`config.mk`:
```
export PLATFORM = sky130hd
export DESIGN_NAME = jump_branch
export DESIGN_NICKNAME = d
export VERILOG_FILES = /design/src/rtl/dlx_pkg.sv /design/src/rtl/jump_branch_target.sv /design/src/rtl/jump_branch.sv
export SDC_FILE = /design/constraint.sdc
export NUM_CORES = 1
export LEC_CHECK = 0
export ABC_AREA = 1
export BUFFER_PORTS_ARGS = -buffer_cell sky130_fd_sc_hd__buf_2
export CELL_PAD_IN_SITES_DETAIL_PLACEMENT = 1
export CELL_PAD_IN_SITES_GLOBAL_PLACEMENT = 1
export CORE_ASPECT_RATIO = 0.75
export CORE_MARGIN = 2
export CORE_UTILIZATION = 37
export DETAILED_ROUTE_END_ITERATION = 16
export PLACE_DENSITY_LB_ADDON = 0.15
export SYNTH_ARGS = -nofsm -noshare
export SYNTH_HDL_FRONTEND = slang
export SYNTH_SLANG_ARGS = --single-unit
```
`constraint.sdc`:
```
create_clock -name clk -period 10.4 [get_ports clk]
set_input_delay 2.08 -clock clk [delete_from_list [all_inputs] [get_ports clk]]
set_output_delay 2.08 -clock clk [all_outputs]
set_load 0.02 [all_outputs]
```
`src/rtl/dlx_pkg.sv`:
```
// Shared DLX decode definitions: opcode values, field positions, sign-extend helpers.
// Latency: none (declarations and pure functions only).
// Backpressure: not applicable.
package dlx_pkg;

    // Primary opcodes that can transfer control.
    localparam logic [5:0] J    = 6'h02;
    localparam logic [5:0] JAL  = 6'h03;
    localparam logic [5:0] BEQZ = 6'h04;
    localparam logic [5:0] BNEZ = 6'h05;
    localparam logic [5:0] BFPT = 6'h06;
    localparam logic [5:0] BFPF = 6'h07;
    localparam logic [5:0] RFE  = 6'h10;
    localparam logic [5:0] TRAP = 6'h11;
    localparam logic [5:0] JR   = 6'h12;
    localparam logic [5:0] JALR = 6'h13;

    // Field positions in the big-endian-numbered instruction word (bit 0 = MSB).
    localparam int OPCODE_FIRST = 0;
    localparam int OPCODE_LAST  = 5;
    localparam int RS1_FIRST    = 6;
    localparam int RS1_LAST     = 10;
    localparam int IMM16_FIRST  = 16;
    localparam int IMM16_LAST   = 31;
    localparam int OFF26_FIRST  = 6;
    localparam int OFF26_LAST   = 31;

    // Which source the next-PC mux selects.
    typedef enum logic [2:0] {
        SEL_SEQ,    // pc_plus_four (fall-through)
        SEL_REL16,  // pc_plus_four + sext(imm16)
        SEL_REL26,  // pc_plus_four + sext(offset26)
        SEL_REG,    // rs1
        SEL_ABS26,  // zero-extended offset26
        SEL_IAR     // saved interrupt address
    } target_sel_t;

    function automatic logic [31:0] sext16(input logic [15:0] v);
        return {{16{v[15]}}, v};
    endfunction

    function automatic logic [31:0] sext26(input logic [25:0] v);
        return {{6{v[25]}}, v};
    endfunction

endpackage

```
`src/rtl/jump_branch_target.sv`:
```
// Next-PC adder and mux driven by the decode select.
// Latency: purely combinational.
// Backpressure: none.
// Ports: sel (target select), offset26 (instruction bits 6..31, imm16 is its low half),
//        pc_plus_four, rs1, iar -> next_pc.
module jump_branch_target
    import dlx_pkg::*;
(
    input  target_sel_t  sel,
    input  logic [25:0]  offset26,
    input  logic [31:0]  pc_plus_four,
    input  logic [31:0]  rs1,
    input  logic [31:0]  iar,
    output logic [31:0]  next_pc
);

    // Both relative forms share one base; additions wrap modulo 2^32.
    logic [31:0] rel16;
    logic [31:0] rel26;

    assign rel16 = pc_plus_four + sext16(offset26[15:0]);
    assign rel26 = pc_plus_four + sext26(offset26);

    always_comb begin
        next_pc = pc_plus_four;
        case (sel)
            SEL_SEQ:   next_pc = pc_plus_four;
            SEL_REL16: next_pc = rel16;
            SEL_REL26: next_pc = rel26;
            SEL_REG:   next_pc = rs1;
            SEL_ABS26: next_pc = {6'b0, offset26};
            SEL_IAR:   next_pc = iar;
            default:   next_pc = pc_plus_four;
        endcase
    end

endmodule

```
`src/rtl/jump_branch.sv`:
```
// DLX decode-stage jump/branch resolver: takeBranch/outputPC plus registered link (R31) value.
// Latency: outputPC/takeBranch combinational; register31 (and IAR) update on the rising clk edge.
// Backpressure: none; kill/stall qualification is done by the caller.
// Ports: clk, reset (async, active-high), instruction[0:31] (bit 0 = MSB), pc_plus_four, rs1
//        -> outputPC, takeBranch, register31.
// Optional: define JUMP_BRANCH_TRAP_RFE_EN to add TRAP/RFE and the internal IAR register.
module jump_branch
    import dlx_pkg::*;
#(
    parameter int              WIDTH      = 32,
    parameter logic [WIDTH-1:0] LINK_RESET = 32'h0000_0000
) (
    input  logic             clk,
    input  logic             reset,
    input  logic [0:31]      instruction,
    input  logic [WIDTH-1:0] pc_plus_four,
    input  logic [WIDTH-1:0] rs1,
    output logic [WIDTH-1:0] outputPC,
    output logic             takeBranch,
    output logic [WIDTH-1:0] register31
);

    logic [5:0]  opcode;
    logic [25:0] offset26;
    logic        rs1_zero;

    assign opcode   = instruction[OPCODE_FIRST:OPCODE_LAST];
    assign offset26 = instruction[OFF26_FIRST:OFF26_LAST];
    assign rs1_zero = (rs1 == '0);

    target_sel_t sel;
    logic        take;
    logic        link;
    logic        trap;

    // The select is forced to SEL_SEQ whenever nothing is taken, so outputPC
    // falls through to pc_plus_four without a separate qualifying mux.
    always_comb begin
        sel  = SEL_SEQ;
        take = 1'b0;
        link = 1'b0;
        trap = 1'b0;
        case (opcode)
            J: begin
                sel  = SEL_REL26;
                take = 1'b1;
            end
            JAL: begin
                sel  = SEL_REL26;
                take = 1'b1;
                link = 1'b1;
            end
            BEQZ: begin
                take = rs1_zero;
                sel  = rs1_zero ? SEL_REL16 : SEL_SEQ;
            end
            BNEZ: begin
                take = !rs1_zero;
                sel  = rs1_zero ? SEL_SEQ : SEL_REL16;
            end
            JR: begin
                sel  = SEL_REG;
                take = 1'b1;
            end
            JALR: begin
                sel  = SEL_REG;
                take = 1'b1;
                link = 1'b1;
            end
            // No FP condition flag exists in this core: FP branches never taken.
            BFPT, BFPF: begin
            end
`ifdef JUMP_BRANCH_TRAP_RFE_EN
            TRAP: begin
                sel  = SEL_ABS26;
                take = 1'b1;
                trap = 1'b1;
            end
            RFE: begin
                sel  = SEL_IAR;
                take = 1'b1;
            end
`endif
            default: begin
            end
        endcase
    end

    logic [31:0] iar;

`ifdef JUMP_BRANCH_TRAP_RFE_EN
    always_ff @(posedge clk or posedge reset) begin
        if (reset) begin
            iar <= '0;
        end else if (trap) begin
            iar <= pc_plus_four;
        end
    end
`else
    assign iar = '0;
`endif

    // No delay slot, so the return address is the next sequential PC.
    always_ff @(posedge clk or posedge reset) begin
        if (reset) begin
            register31 <= LINK_RESET;
        end else if (link) begin
            register31 <= pc_plus_four;
        end
    end

    assign takeBranch = take;

    jump_branch_target u_target (
        .sel          (sel),
        .offset26     (offset26),
        .pc_plus_four (pc_plus_four),
        .rs1          (rs1),
        .iar          (iar),
        .next_pc      (outputPC)
    );

endmodule

```
Word level (Yosys, flattened, before mapping) --
Index checks and enable logic that the tools add are counted.
Word-level totals: word-level logic and storage cells 26, memories 0, memory bits (writable) 0, bits in read-only memories 0, flip-flop bits (word level) 32, latch bits 0
Cells by class: muxes and demuxes 6, $lt $le $gt $ge 0, equality and inequality tests 11, shift-type cells 0, $add $sub $neg 2, div/mod/pow operators 0, $mul 0, reductions and logical operators 6, bitwise operators 0
Operators with widths (count):
- $pmux W32 S5 | 1
- $add A32 B32 Y32 | 2
- $logic_not A32 Y1 | 1
- $eq A6 B2 Y1 const B | 2
- $eq A6 B3 Y1 const B | 2
- $eq A6 B5 Y1 const B | 2
- $pmux W2 S4 | 1
- $eq A2 B3 Y1 const B | 2
- $reduce_or A2 Y1 | 3
- $eq A2 B2 Y1 const B | 2
- $reduce_or A4 Y1 | 1
- $mux W1 | 3
- $pmux W1 S3 | 1
- $eq A2 B1 Y1 const B | 1
- $logic_not A1 Y1 | 1

Depth between registers and ports, before layout --
Gate-level depths: netlist of the first run.
depth in word-level cells 5, gate-level depth with buffers 24, depth with buffers taken out 24

Hierarchy --
Synthesis of the first run repeated with hierarchy kept, for this count alone.
Second synthesis, totals: cells, all modules 963, area, all modules 5171.2 sq um
Modules (own cells, without submodules):
- jump_branch_target | instances 1, cells an instance 771, seq. area each 0.0 sq um, area each 3656.0 sq um
- jump_branch | instances 1, cells an instance 192, seq. area each 800.8 sq um, area each 1515.2 sq um

Worst setup path after synthesis of the first run --
Ideal clock, no wire load.
kind input to output, start point in rs1[2], end point out outputPC[29], required time 8320 ps, path slack 3377 ps, stages on the path 21, arrival time 4943 ps, path through nor2_1 nand4_1 or2_0 nor2_1 nand4_1 o21ai_0 nor2_1 ha_1 or2_2 o21ai_1 inv_1 ha_1 a21oi_1 nor2_1 nor2_1 nand2_1 a21oi_1 nand2_1 nand2_1 nand3_1 a21oi_1
Between the ends: cells in the longest elaborated chain, start to end 5, elaborated cells between the ends (all ways) 10, those cells by class eq/ne: 5; mux: 4; reduce/logical: 1
RTL lines:
- start: declaration | line jump_branch.sv:17 | input logic [WIDTH-1:0] rs1,
- $logic_not A32 Y1 * | line jump_branch.sv:29 | assign rs1_zero = (rs1 == '0);
- $mux W1, on equally long branches | line jump_branch.sv:59, jump_branch.sv:55
- $pmux W2 S4 * | line jump_branch.sv:43 | case (opcode)
- $eq A2 B3 Y1 (tied with other cells) | line jump_branch_target.sv:26 | case (sel)
- $pmux W32 S5 * | line jump_branch_target.sv:26
- end: declaration | line jump_branch.sv:18 | output logic [WIDTH-1:0] outputPC,
Every way passes the cells marked *; elsewhere a longest branch is shown, timed or not.

Final worst setup path of the first run --
start point in rs1[2], end point out outputPC[27]
Same word-level chain as after synthesis.

==> metrics.txt, run 1 <==
status=complete, no violations; crit-path cells=buf_2, nor2_1, nand4_1, or2_0, nor2_1, o21ai_0, nor2_1, ha_1, clkinv_1, o21ai_1, inv_1, ha_1, nand2_1, nor2_1, inv_1, nor2_2, and2_1, nand2_1, nand3_2, nand3_2, a21oi_2, buf_2; die width=133 um; fraction of layout cells with a size suffix above 1=0.262; synthesized area=0.00464 sq mm; setup ws final=2330 ps; fin crit share=0.776; crit path buf inv count=5; Clk Tree Root Cell=clkbuf_16; worst skew pair latency=270 ps; CP Max Fanout=10; number of remaining DRC errors=0; WL final=20,100 um; DRT iter0 DRCs=439; Via density=5.18; WS Path Type=in -> out; Distinct cells, synth=35; CP Depth=22; first-pass GRT wire length=30,800 um; CTS tree=yes; antenna violations before repair=1; Initial Util=0.379; clk buf depth=2; Worst R2R Start=register31[18]; met3 routed WL=1420 um; Tot GR Track Use=0.295; final-stage net count=1,078; max reg flops=32; io pins=163; FF-to-FF End=register31[18]; Slew HR=0.210; skew final=0 ps; Die Ht=101 um; largest net degree at the start of global routing=46; Clock transition at path regs=50 ps; VDD IR max=102 uV; most frequent CP cell=nor2_1; grt total ovfl=0; actual slew at the worst max-slew pin=1180 ps; top routing layer used=met5; Pre-antenna DRT Iters=5; top flop regs=register31 (32); detailed placement HPWL=16,600 um; power per cell area=115 mW/mm^2; PostCTS Resize Cnt=0; # rows=35; Layout area overhead=23.8%; vias=5,753; dpl ws=2430 ps; min Tclk post-route=8070 ps; htree depth=2; clock network power share=0.226; syn_area_per_cell=5.88 sq um; capturing element type of the critical path=primary output; Critical path origin=rs1[2]; Hold Crit Class=reg -> reg; hold buffers post-CTS=0; CP Data Arrival Time=5990 ps; highest cell delay on the worst timing path=420 ps; Yosys top cell area share=0.184; Setup violations, final=0; final hold violations=0; maxcap violations=0; vias in the first global route=5,619; R2R depth=1; dpl cells=1,104; RePlAce Congestion=0.893; Max Freq=124 MHz; Seq/Total Area, Yosys=0.172; Largest Register=register31; Cell Count, Final, Fillers Out=1,111; Worst path top cell family by delay=simple AND/OR/NAND/NOR gates; Cells after Synth=790; total setup buffers inserted after CTS=0; leak pwr=3.37 nW; Logic pwr share=0.520; Final Core Density=0.469; sequential share of power=0.254; die area=0.0135 sq mm; Fin Setup TNS=0 ps; setup slack, reg-to-reg=9580 ps; antenna diode count=0; synth warn=0; Net Switching=0.000292 W; Antenna Nets Post-Route=0; Net Count, Synth=923; CTS buffer count=5; Setup crit start kind=input pin; RSZ-0062 raised after global routing=no; crit path capture=outputPC[27]; Synth Register Bits=32; switching share of power=0.441; Tot Pwr=0.000662 W; Critical Path RT=8320 ps; clk sink count=32; routed length on met2=8390 um; internal power=0.000370 W; met1 WL=10,100 um; ranking of synthesized cells by area=nand2_1 (18%), dfrtp_1 (17%), inv_1 (10%); PortBufs=162; DR WL/cell=18.1 um; slowest CP cell=ha_1; cell accounting for the most synthesized area=nand2_1; Slew Limit Fails=0; Core Footprint=0.0123 sq mm
-- routing by layer --
metal,track usage,vias to the layer above
li1,-,2819
met1,0.449,2729
met2,0.450,191
met3,0.0372,12
met4,0.0475,2
met5,0,-
-- logic make-up (layout without fill, tap and decap cells) --
kind of cell / count (synthesis) / after routing / share of synthesized area
and+or+nand+nor: 433 / 433 / 0.416
adders and majority gates: 35 / 35 / 0.0959
buffers and inverters: 152 / 307 / 0.127
xor gates and xnor gates: 1 / 1 / 0.00189
muxes: 19 / 19 / 0.0461
DFF: 32 / 32 / 0.172
AOI/OAI and AO/OA: 118 / 118 / 0.140
-- synth_stat cells --
master / instances
dfrtp_1: 32
a21oi_1: 75
nand2_4: 1
or2_1: 2
a22oi_1: 13
buf_2: 3
fa_1: 1
xor2_1: 1
nand3_2: 12
mux2_2: 19
o21bai_1: 2
a21o_1: 1
nand2_2: 16
ha_1: 34
nand4_1: 11
o21ai_1: 1
clkinv_1: 4
buf_1: 1
o21ai_0: 21
nand2_1: 228
a21oi_2: 4
inv_2: 5
and2_1: 3
clkbuf_1: 10
inv_1: 127
or2_2: 7
nor2_2: 8
nand3b_1: 3
nand3_1: 46
nor2_4: 4
o21bai_2: 1
nor3_1: 5
buf_6: 2
nor2_1: 86
or2_0: 1
-- power by group through the flow --
stage	clock network, W	logic [W]	registers, W
final	0.000150	0.000345	0.000168
after floorplan	0	0.000182	0.000202
after global routing	0.000155	0.000378	0.000171
after CTS	0.000151	0.000342	0.000168
after global placement	0	0.000331	0.000166
after detailed placement	0	0.000337	0.000168
-- how the worst min path moves through the flow --
stage,startpoint,to,slack [ps],cells after the start
floorplan,register31[3],register31[3],590,2
global placement,register31[1],register31[1],460,2
detailed placement,register31[6],register31[6],470,2
CTS,register31[6],register31[6],480,2
global route,register31[27],register31[27],510,1
finish,register31[7],register31[7],480,2
-- layout make-up --
class / count / area (sq um)
clock buffers: 7 / 153
repair buffers: 164 / 826
inverters: 136 / 510
fillers: 1795 / 6510
well taps: 166 / 208
multi-input cells: 606 / 3250
flip-flops and latches: 32 / 801
-- per-stage QoR --
step	cell area, sq um	hold slack, ps
2_1_floorplan	4640	586
3_3_place_gp	5600	463
3_5_place_dp	5600	471
4_1_cts	5750	483
5_1_grt	5750	509
6_report	5750	476
-- placed cells by master, fill, tap and decap left out, types with 3 or more instances in the layout --
master and instances:
a21oi_1 75, nor3_1 5, o21ai_0 21, clkbuf_16 5, or2_2 7, nand3b_1 3, nor2_1 86, a22oi_1 13
nand3_2 12, mux2_2 19, nand3_1 46, a21oi_2 4, buf_2 162, clkinv_1 4, nand2_1 228, ha_1 34
nand2_2 16, nor2_2 8, inv_2 5, nand4_1 11, and2_1 3, inv_1 127, dfrtp_1 32, nor2_4 4
-- tightest hold or removal path: cells and delay by family, from the launching register on --
family             cells  cell delay (ps)
AOI/OAI and AO/OA      1               50
DFF                    1              330
and+or+nand+nor        1               50
Power figures use the tool's default switching activity.
==> run 2: changes to the inputs <==
CORE_UTILIZATION = 34   (was 37)
clock period = 7.9 ns   (was 10.4 ns; I/O delays follow)
==> run 2 against run 1 <==
Critical path depth is the same. Sequential power grew 31%. Via count shrank 1.3%. Setup slack lost 1400 ps. Hold slack is essentially flat. Largest cell class unchanged. Largest power group unchanged.
==> metrics.txt, run 2 (synthesized netlist as in run 1, its figures left out) <==
status=complete, no violations; Slew HR=0.151; Via density=5.08; Tot Pwr=0.000889 W; Setup violations, final=0; actual slew at the worst max-slew pin=1270 ps; setup ws final=903 ps; vias in the first global route=5,567; Filler cells=1,870; io pins=163; largest net degree at the start of global routing=46; Worst R2R Start=register31[20]; PortBufs=162; Pre-antenna DRT Iters=5; Core Footprint=0.0132 sq mm; most common cell after layout, fill and taps aside=nand2_1; final hold violations=0; Worst Hold Path Cells=2; fraction of layout cells with a size suffix above 1=0.263; R2R depth=1; DRT iter0 DRCs=396; CTS buffer count=5; WS Path Type=in -> out; die width=139 um; antenna diode count=0; Setup crit start kind=input pin; Largest Register=register31; most frequent cells in the layout=nand2_1 (228), buf_2 (162), inv_1 (127), nor2_1 (86), a21oi_1 (75); fin crit share=0.886; FF-to-FF End=register31[20]; WL final=20,300 um; Slew Limit Fails=0; Max Freq=143 MHz; dpl ws=955 ps; area of the multi-input gates=0.00325 sq mm; RSZ-0062 raised after global routing=no; leak pwr=3.38 nW; Hold Crit Class=reg -> reg; Clock transition at path regs=50 ps; Initial Util=0.353; PostCTS Resize Cnt=0; power per cell area=154 mW/mm^2; Die Ht=105 um; max reg flops=32; antenna violations before repair=0; Clk Tree Root Cell=clkbuf_16; # rows=36; maxcap violations=0; first-pass GRT wire length=31,500 um; Layout area overhead=24.4%; setup slack, reg-to-reg=7100 ps; RePlAce Congestion=0.875; HP Start=register31[2]; min Tclk post-route=7000 ps; final-stage net count=1,079; hold buffers post-CTS=0; VDD IR max=174 uV; top flop regs=register31 (32); Hold Path Sink=register31[2]; CTS tree=yes; Fin Setup TNS=0 ps; worst skew pair latency=270 ps; clk sink count=32; htree depth=2; fin area=0.00578 sq mm; capturing element type of the critical path=primary output; total setup buffers inserted after CTS=0; Reg area=801 sq um; vias=5,680; Final Core Density=0.439; number of remaining DRC errors=0; DR WL/cell=18.2 um; Antenna Nets Post-Route=0; Critical Path RT=6320 ps; Tot GR Track Use=0.274; placed inst area=0.00561 sq mm; detailed placement HPWL=17,300 um; CP Max Fanout=10; skew final=0 ps; clk buf depth=2; CP Data Arrival Time=5420 ps; die area=0.0146 sq mm; grt total ovfl=0
run 2: cell types whose count changed in the layout (fill, tap and decap cells not counted):
cell and delta:
buf_4 +1, bufinv_16 +1, clkbuf_1 +1, clkbuf_8 -2, clkinv_2 +1
run 2: cell type report:
cell class	instances	share of cell area
multi-input combinational	606	0.563
clock inverter	2	0.00607
sequential	32	0.139
tap	171	0.0370
timing repair buffer	165	0.144
inverter	136	0.0884
clock buffer	6	0.0223
run 2: worst max path at each step:
| stage | startpoint | end | cells after the start |
|---|---|---|---|
| 6_report | rs1[14] | outputPC[27] | 22 |
| 5_1_grt | rs1[6] | outputPC[29] | 22 |
| 4_1_cts | rs1[0] | outputPC[27] | 22 |
| 3_5_place_dp | rs1[0] | outputPC[27] | 22 |
| 3_3_place_gp | rs1[6] | outputPC[27] | 22 |
| 2_1_floorplan | rs1[2] | outputPC[29] | 21 |
run 2: power by group:
group	total, W	internal, W	switching (W)
combinational	0.000454	0.000155	0.000299
sequential	0.000220	0.000200	0.0000195
clock	0.000214	0.000148	0.0000665
total	0.000889	0.000504	0.000385
run 2: routing by layer:
metal,vias to the layer above,share of wire,GRT usage
met5,-,0,0
met4,0,0.0068,0.0375
met3,9,0.077,0.0408
met2,184,0.40,0.401
met1,2667,0.51,0.429
li1,2820,-,-
run 2: critical path, cell delays in order:
cell and delay (ps):
buf_2 110, nor2_1 180, nand4_1 110, or2_0 210
nor2_1 160, o21ai_0 150, nor2_1 230, ha_1 210
clkinv_1 250, o21ai_1 340, inv_1 210, ha_1 430
nand2_1 130, nor2_1 210, inv_1 80, nor2_2 100
and2_1 130, nand2_1 100, nand3_2 100, nand3_2 100
a21oi_2 120, buf_2 190
run 2: through the flow:
stage,cells,hold WS (ps)
after floorplan,790,586
after global placement,1110,464
after detailed placement,1110,468
after CTS,1118,480
after global routing,1118,513
final,1118,476
==> run 3: changes to the inputs <==
BUFFER_PORTS_ARGS = -buffer_cell sky130_fd_sc_hd__buf_4   (was -buffer_cell sky130_fd_sc_hd__buf_2)
RECOVER_POWER = 100   (was not set)
REMOVE_ABC_BUFFERS = 1   (was not set)
==> run 3 against run 2 <==
The run now ends with capacitance limit, slew limit left. Maximum frequency is 2.2% lower. Final cell count hardly changed. Utilization is 1.4 points higher. Global-route usage is 0.84 points higher. Via count is 1.1% higher. First-iteration DRC count is 13% lower. Wire length is 2.4% higher. Die area stayed put. Power is 3.0% higher. Combinational power is 1% higher.
==> metrics.txt, run 3 (synthesized netlist as in run 1, its figures left out) <==
status=finished, violations left; failing checks=capacitance limit, slew limit; hold buffers post-CTS=0; Setup violations, final=0; highest cell delay on the worst timing path=410 ps; Via density=5.13; top flop regs=register31 (32); Die Ht=105 um; CTS tree=yes; slowest CP cell=o21ai_1; CP Max Fanout=10; antenna violations before repair=0; most frequent CP cell=nor2_1; final-stage net count=1,080; DR WL/cell=18.6 um; total setup buffers inserted after CTS=0; Clk Tree Root Cell=clkbuf_16; Slew Limit Fails=125; Initial Util=0.353; Setup crit start kind=input pin; fin crit share=0.906; clock network power share=0.256; Max Freq=140 MHz; crit path buf inv count=4; vias=5,741; Logic pwr share=0.503; dpl ws=899 ps; Cell Count, Final, Fillers Out=1,119; Pre-antenna DRT Iters=4; power per cell area=154 mW/mm^2; clk sink count=32; die width=139 um; dpl cells=1,111; number of remaining DRC errors=0; Largest Register=register31; skew final=0 ps; die area=0.0146 sq mm; most frequent cells in the layout=nand2_1 (231), inv_1 (128), buf_4 (107), nor2_1 (90), a21oi_1 (76); final hold violations=0; RSZ-0062 raised after global routing=no; Tot Pwr=0.000916 W; grt total ovfl=0; DRT iter0 DRCs=343; CP Data Arrival Time=5580 ps; Net Switching=0.000392 W; largest net degree at the start of global routing=46; WS Path Type=in -> out; capturing element type of the critical path=primary output; Filler cells=1,862; Slew HR=-0.395; area of the multi-input gates=0.00322 sq mm; first-pass GRT wire length=32,600 um; PostCTS Resize Cnt=0; Tot GR Track Use=0.282; leak pwr=3.30 nW; Clock transition at path regs=50 ps; sequential share of power=0.242; Fin Setup TNS=0 ps; # rows=36; crit-path cells=buf_4, nor2_1, nand4_1, nand3b_1, nor2_1, o21ai_0, nor2_1, ha_1, clkinv_1, o21ai_1, inv_1, ha_1, a21oi_1, nor2_1, nor2_1, nand2_1, a21oi_1, nand2_1, nand2_1, nand3_1, a21oi_1, clkbuf_1; Hold Crit Class=reg -> reg; Critical Path RT=6320 ps; VDD IR max=90.5 uV; Layout area overhead=28.3%; CTS buffer count=5; worst skew pair latency=270 ps; vias in the first global route=5,843; Reg area=801 sq um; RePlAce Congestion=0.964; Core Footprint=0.0132 sq mm; max reg flops=32; min Tclk post-route=7160 ps; WL final=20,800 um; Antenna Nets Post-Route=0; detailed placement HPWL=17,800 um; PortBufs=162; io pins=163; most common cell after layout, fill and taps aside=nand2_1; fraction of layout cells with a size suffix above 1=0.194; internal power=0.000524 W; actual slew at the worst max-slew pin=2090 ps; Worst Hold Slack=498 ps; htree depth=2; clk buf depth=2; maxcap violations=3; Worst path top cell family by delay=simple AND/OR/NAND/NOR gates; antenna diode count=0; setup ws final=744 ps; switching share of power=0.428
-- run 3: cell types whose count changed in the layout (fill, tap and decap cells not counted), sizes merged --
cell,delta
clkbuf,+60
buf,-58
clkinv,-1
-- run 3: worst reg2reg max path, cell delays in order, from the launching register on --
cell and delay [ps]:
dfrtp_1 400, nand2_1 80, o21ai_0 150
-- run 3: area by class of cell --
| class | count | area share |
|---|---|---|
| multi-input cells | 606 | 0.541 |
| repair buffers | 166 | 0.173 |
| flip-flops and latches | 32 | 0.134 |
| inverters | 136 | 0.0857 |
| well taps | 171 | 0.0359 |
| clock buffers | 7 | 0.0256 |
| clock inverters | 1 | 0.00504 |
-- run 3: power by group through the flow --
stage | registers [W] | clock network [W] | logic [W]
after CTS | 0.000222 | 0.000236 | 0.000499
after global placement | 0.000221 | 0 | 0.000485
after floorplan | 0.000266 | 0 | 0.000238
final | 0.000221 | 0.000234 | 0.000460
after global routing | 0.000226 | 0.000244 | 0.000505
after detailed placement | 0.000224 | 0 | 0.000497
-- run 3: layer usage --
layer,vias to the layer above,GRT usage,share of wire
li1,2813,-,-
met1,2738,0.433,0.52
met2,175,0.406,0.39
met3,15,0.0610,0.076
met4,0,0.0483,0.010
met5,-,0,0
-- run 3: metrics by stage --
step,util,instance area (sq um)
after floorplan,-,4560
after global placement,0.458,6020
after detailed placement,0.458,6020
after CTS,0.472,6210
after global routing,0.453,5960
final,0.453,5960
-- run 3: final timing paths --
check	startpoint	end	slack, ps	cells after the start
setup / recovery	rs1[27]	outputPC[29]	740	22
hold / removal	register31[5]	register31[5]	500	2
setup reg to reg	register31[10]	register31[10]	7070	2
hold reg to reg	register31[5]	register31[5]	500	2
max in group asynchronous	reset	register31[23]	4930	3
min in group asynchronous	reset	register31[10]	1940	3
